## src/rtl/sar_magnitude_search.sv

```systemverilog
// Successive-approximation search that recovers an unknown value seen only
// through an external combinational magnitude comparator (trial on a, target on b).
module sar_magnitude_search #(
  parameter int WIDTH = 4
) (
  input  logic             clock,
  input  logic             reset,
  input  logic             start,
  input  logic             a_gt_b,
  input  logic             a_lt_b,
  input  logic             a_eq_b,
  output logic [WIDTH-1:0] trial,
  output logic             busy,
  output logic             done,
  output logic             found,
  output logic             error,
  output logic [WIDTH-1:0] result
);

  typedef enum logic [1:0] {
    ST_IDLE,
    ST_PROBE,
    ST_DONE
  } state_t;

  localparam logic [WIDTH-1:0] MSB_MASK = WIDTH'(1) << (WIDTH - 1);
  localparam logic [WIDTH-1:0] LSB_MASK = WIDTH'(1);

  state_t           state;
  logic [WIDTH-1:0] acc;
  logic [WIDTH-1:0] mask;
  logic [WIDTH-1:0] candidate;

  // Trial depends on registers only, so the comparator loop never closes combinationally.
  assign candidate = acc | mask;
  assign trial     = (state == ST_PROBE) ? candidate : '0;
  assign busy      = (state == ST_PROBE);

  // NOTE: all state updates use non-blocking assignments so every branch sees
  // the pre-edge values of acc and mask, matching the trial the comparator saw.
  always_ff @(posedge clock or posedge reset) begin
    if (reset) begin
      state  <= ST_IDLE;
      acc    <= '0;
      mask   <= '0;
      result <= '0;
      found  <= 1'b0;
      error  <= 1'b0;
      done   <= 1'b0;
    end else begin
      done <= 1'b0;
      unique case (state)
        ST_IDLE: begin
          if (start) begin
            acc    <= '0;
            mask   <= MSB_MASK;
            found  <= 1'b0;
            error  <= 1'b0;
            result <= '0;
            state  <= ST_PROBE;
          end
        end

        ST_PROBE: begin
          unique case ({a_gt_b, a_lt_b, a_eq_b})
            3'b001: begin
              result <= candidate;
              found  <= 1'b1;
              done   <= 1'b1;
              state  <= ST_DONE;
            end
            3'b010: begin
              acc <= candidate;
              if (mask == LSB_MASK) begin
                result <= candidate;
                found  <= 1'b1;
                done   <= 1'b1;
                state  <= ST_DONE;
              end else begin
                mask <= mask >> 1;
              end
            end
            3'b100: begin
              if (mask == LSB_MASK) begin
                result <= acc;
                found  <= 1'b1;
                done   <= 1'b1;
                state  <= ST_DONE;
              end else begin
                mask <= mask >> 1;
              end
            end
            default: begin
              // Comparator flags not one-hot: abandon the search with no result.
              error  <= 1'b1;
              found  <= 1'b0;
              result <= '0;
              done   <= 1'b1;
              state  <= ST_DONE;
            end
          endcase
        end

        ST_DONE: begin
          state <= ST_IDLE;
        end

        default: begin
          state <= ST_IDLE;
        end
      endcase
    end
  end

endmodule
```

## config.mk

```make
export PLATFORM = sky130hd
export DESIGN_NAME = sar_magnitude_search
export DESIGN_NICKNAME = d
export VERILOG_FILES = /design/src/rtl/sar_magnitude_search.sv
export SDC_FILE = /design/constraint.sdc
export NUM_CORES = 1
export LEC_CHECK = 0
export BUFFER_PORTS_ARGS = -buffer_cell sky130_fd_sc_hd__buf_2
export CORE_MARGIN = 2
export CORE_UTILIZATION = 33
export CTS_CLUSTER_DIAMETER = 150
export DETAILED_ROUTE_END_ITERATION = 7
export PLACE_DENSITY = 0.61
export SLEW_MARGIN = 20
export SYNTH_ARGS = -nofsm -noshare
export SYNTH_HDL_FRONTEND = slang
export SYNTH_SLANG_ARGS = --single-unit
```

## constraint.sdc

```tcl
create_clock -name clock -period 2.7 [get_ports clock]
set_input_delay 0.135 -clock clock [delete_from_list [all_inputs] [get_ports clock]]
set_output_delay 0.135 -clock clock [all_outputs]
set_load 0.02 [all_outputs]
```

Word-level counts from Yosys, hierarchy flattened --
Cells that the tools add are included.
Word-level totals: flip-flop bits (word level) 17, latch bits 0, bits in writable memories 0, bits in read-only memories 0, input port bits 6, output and inout bits 12, logic and storage cells 56, memories kept 0
Cells by class: add/subtract/negate cells 0, multipliers 0, divide/modulo/power cells 0, magnitude comparators 0, equal/unequal tests 13, shift-type cells 0, multiplexer cells 25, bitwise operators 1, reduce and logical (&&, ||, !) cells 10
Operator list (count):
- 4-bit two-way mux | 8
- 4-bit case mux with 2 select lines | 3
- 4-bit case mux with 3 select lines | 1
- 3-bit AND reduction | 3
- 2-bit inequality test, second input constant | 4
- 4-bit AND reduction | 2
- 1-bit two-way mux | 6
- 2-bit two-way mux | 3
- 3-bit inequality test, second input constant | 2
- 1-bit case mux with 2 select lines | 3
- 4-bit by 1-bit == test with 1-bit output, second input constant | 1
- 4-bit bitwise OR | 1
- 2-bit case mux with 2 select lines | 1
- 3-bit by 1-bit == test with 1-bit output, second input constant | 1
- 3-bit by 2-bit == test with 1-bit output, second input constant | 1
- 3-bit == test, second input constant | 1
- 3-bit by 2-bit inequality test with 1-bit output, second input constant | 1
- 3-bit OR reduction | 1
- 2-bit by 1-bit == test with 1-bit output, second input constant | 1
- 2-bit logical NOT | 1
- 2-bit by 1-bit inequality test with 1-bit output, second input constant | 1
- 2-bit AND reduction | 1
- 2-bit nonzero test | 1
- 2-bit OR reduction | 1

Depth between registers and ports, before layout --
word-level depth 4, gate-level depth with buffers 5, depth with buffers taken out 4

Worst setup path before layout --
No wires, ideal clock.
path kind reg2reg, start reg mask[1], end reg result[0], library setup time 121 ps, data arrival time 1504 ps, required time 2579 ps, setup slack 1075 ps, cell stages (with the launch flop) 4, path buffers 0, period minus slack after synthesis 1625 ps, path through dfrtp_1 -> or4b_4 -> a311o_1 -> a22o_1
Between the ends: longest elaborated chain between the ends 3, elaborated cells between the ends (all ways) 4, classes of those cells eq/ne: 3; reduce/logical: 1
RTL lines:
- start: declaration | RTL line 31 | logic [WIDTH-1:0] mask;
- start signal: assignment | RTL line 80 | mask <= mask >> 1;
- start signal: assignment | RTL line 90 | mask <= mask >> 1;
- 4-bit by 1-bit == test with 1-bit output * | RTL line 74, 84
- 3-bit inequality test (no line)
- 4-bit AND reduction (no line) *
- end signal: assignment | RTL line 67 | result <= candidate;
- end signal: assignment | RTL line 75 | result <= candidate;
- end: declaration | RTL line 17 | output logic [WIDTH-1:0] result
Mark *: on every way between the ends. The rest lies on a longest branch, timed or not. A chain may end at the register's enable or synchronous reset.

Worst setup path after layout --
Ends and elaborated chain as after synthesis.

==> summary.md <==
| Metric | Value |
|---|---|
| Status | finished clean |
| Antenna Violating Nets Remaining | 0 |
| Slew Viols, Final | 0 |
| Diode count | 0 |
| Synthesized net count | 84 |
| Largest net degree at the start of global routing | 18 |
| Flop pwr share | 48.4% |
| HP Class | input port to flip-flop |
| Met1 wire length | 813 um |
| Vias/cell | 4.97 |
| Max Cap Viol | 0 |
| Number of CTS-inserted buffers | 3 |
| Starting DRT DRC Count | 12 |
| Max clock buf depth | 2 |
| Die X-Extent | 54.3 um |
| Area Growth Syn to Fin | 18.0% |
| FF+latch count, synth | 17 |
| Setup TNS | 0 ps |
| Core area | 2430 sq um |
| Setup slack, reg-to-reg | 990 ps |
| Synth Area per Inst | 10.7 sq um |
| Final period util | 63.5% |
| Wire length per cell | 13.5 um |
| Hold endpoint | state[0]$_DFFE_PP0P_ |
| Number of port buffers | 17 |
| P_leak | 0.000489 uW |
| Post-layout net count | 105 |
| Die area | 2950 sq um |
| WP data arrival | 1900 ps |
| Clock power share | 18.6% |
| Critical R2R Launch | mask[1]$_DFFE_PP0P_ |
| Met3 wire length | 100 um |
| WP data required | 2890 ps |
| Routed WL | 1720 um |
| Net Sw Power | 265 uW |
| Tmin final | 1710 ps |
| Drt drc | 0 |
| Switching Share | 36.7% |
| WHS Path Cells | 3 |
| CTS Root Cell | clkbuf_4 |
| Critical hold path startpoint | start |
| Post-synthesis sequential area ratio | 51.0% |
| DIE HEIGHT | 54.3 um |
| Io pins | 18 |
| RR Endpoint | result[0]$_DFFE_PP0P_ |
| Synth Cell Area | 835 sq um |
| CP Max Fanout | 5 |
| Worst rel slew slack | 56.3% |
| CP endpoint kind | flip-flop |
| Clock sink count | 17 |
| Drt pass-1 iters | 4 |
| CTS H-tree depth | 1 |
| Placer Congestion | 0.791 |
| First-pass GRT wire length | 2930 um |
| Worst reg2reg path depth | 3 |
| Std cell rows | 18 |
| VDD IR max | 0.281 mV |
| DR top layer | met4 |
| CTS tree | built |
| Routed vias | 636 |
| Initial antenna violation count | 0 |
| Post-CTS Setup Inserts | 0 |
| Initial Util | 34.3% |
| DR WL met2 | 751 um |
| All-Layer GR Usage | 14.4% |
| Vias in the first global route | 644 |
| Clock skew | 6.80 ps |
| Comb power frac | 33.0% |
| Warnings, synthesis | 0 |
| Final setup fails | 0 |
| Final hold violations | 0 |
| Worst-path clk slew | 100 ps |
| Power Dens Cells | 733 nW/um^2 |
| Least-Margin Pin Slew | 655 ps |
| Fmax | 584 MHz |
| Power Internal | 457 uW |
| Gr ovfl total | 0 |
| Layout cells sized above 1 | 28.6% |
| Setup CP Type | flip-flop to flip-flop |
| Clk_lat worst skew | 290 ps |
| RSZ-0062 raised after global routing | false |
| Power, Total | 722 uW |
| Yosys cell types | 27 |
| Cells after synthesis | 78 |
| Worst setup SP type | flip-flop |
| HPWL Detailed | 1290 um |
flip-flops by register name (all words and copies together) (netlist names):
signal	cells
found	1
done	1
acc	4
mask	4
state	2
result	4
error	1
logic make-up (layout without fill, tap and decap cells):
family | after synthesis | count (layout) | synth area share [%]
buffers and inverters | 11 | 31 | 5.10
and+or+nand+nor | 23 | 23 | 16.2
DFF | 17 | 17 | 51.0
AOI/OAI and AO/OA | 18 | 18 | 16.6
xor gates and xnor gates | 2 | 2 | 2.10
muxes | 7 | 7 | 9.00
Yosys cell counts (all sizes together):
cell type | instances | area (sq um)
a21boi | 1 | 7.51
a21oi | 2 | 10.0
a22o | 5 | 43.8
a311o | 1 | 10.0
a31oi | 2 | 18.8
buf | 1 | 5.00
clkbuf | 1 | 3.75
dfrtp | 17 | 425
inv | 9 | 33.8
mux2 | 4 | 45.0
mux2i | 3 | 30.0
nand2 | 3 | 11.3
nand2b | 3 | 18.8
nand3 | 1 | 5.00
nand4 | 1 | 6.26
nand4bb | 1 | 11.3
nor2 | 9 | 33.8
nor2b | 1 | 6.26
o21ai | 3 | 15.0
o31ai | 1 | 7.51
o32ai | 3 | 26.3
or3b | 2 | 17.5
or4b | 1 | 13.8
or4bb | 1 | 11.3
xnor2 | 1 | 8.76
xor2 | 1 | 8.76
final cells by class:
| type | instances | area, sq um |
|---|---|---|
| sequential | 17 | 425 |
| tap | 30 | 37.5 |
| timing repair buffer | 18 | 95.1 |
| multi-input combinational | 50 | 367 |
| fill | 240 | 1450 |
| clock buffer | 4 | 26.3 |
| inverter | 9 | 33.8 |
critical path, stage by stage (launching register included):
cell,delay [ps]
dfrtp_1,420
or4b_4,580
a311o_1,360
a22o_1,250
placed cells by master (no fill, tap or decap):
cell type / instances
clkbuf_4: 3
a31oi_2: 1
inv_1: 9
o21ai_0: 3
nand4bb_1: 1
a311o_1: 1
nor2_1: 9
dlygate4sd3_1: 1
clkbuf_1: 1
xor2_1: 1
nand2b_1: 3
dfrtp_1: 17
or4bb_1: 1
nor2b_1: 1
xnor2_1: 1
o32ai_1: 3
or3b_2: 2
mux2_2: 4
nand2_1: 3
buf_2: 17
a21boi_0: 1
nand3_1: 1
a31oi_1: 1
a22o_1: 5
o31ai_1: 1
or4b_4: 1
a21oi_1: 2
mux2i_1: 3
nand4_1: 1
stage by stage:
stage | std cells | util (%) | setup WS, ps | hold WS [ps] | cell area (sq um)
detailed placement | 123 | 39.0 | 999 | 261 | 948
CTS | 128 | 40.5 | 988 | 160 | 985
global placement | 123 | 39.0 | 1030 | 241 | 948
global route | 128 | 40.5 | 932 | 177 | 985
floorplan | 78 | - | 1070 | 61.1 | 835
finish | 128 | 40.5 | 987 | 170 | 985
per-layer routing:
| layer | GRT usage, % | vias to the layer above |
|---|---|---|
| met3 | 2.19 | 5 |
| met2 | 20.1 | 21 |
| met1 | 19.6 | 287 |
| li1 | - | 323 |
| met4 | 11.3 | 0 |
| met5 | 0 | - |
worst max-delay path by stage:
stage / from / to / slack, ps / cells past startpoint
floorplan: mask[1]$_DFFE_PP0P_ / result[0]$_DFFE_PP0P_ / 1070 / 3
global placement: mask[1]$_DFFE_PP0P_ / result[0]$_DFFE_PP0P_ / 1030 / 3
detailed placement: mask[1]$_DFFE_PP0P_ / result[0]$_DFFE_PP0P_ / 1000 / 3
CTS: mask[1]$_DFFE_PP0P_ / result[0]$_DFFE_PP0P_ / 990 / 3
global route: mask[1]$_DFFE_PP0P_ / result[2]$_DFFE_PP0P_ / 930 / 3
finish: mask[1]$_DFFE_PP0P_ / result[0]$_DFFE_PP0P_ / 990 / 3
power groups by stage:
| stage | Clock (uW) | Combinational (uW) | Sequential (uW) |
|---|---|---|---|
| final | 134 | 238 | 349 |
| after global routing | 149 | 266 | 359 |
| after CTS | 140 | 242 | 350 |
| after detailed placement | 0 | 240 | 355 |
| after global placement | 0 | 238 | 354 |
| after floorplan | 0 | 150 | 369 |
timing repair:
action | CTS | global route
gates resized for setup | 0 | 0
hold buffers | 1 | 0
hold endpoints to repair | 17 | 0
Note: power is estimated with default switching activity, not from simulation.
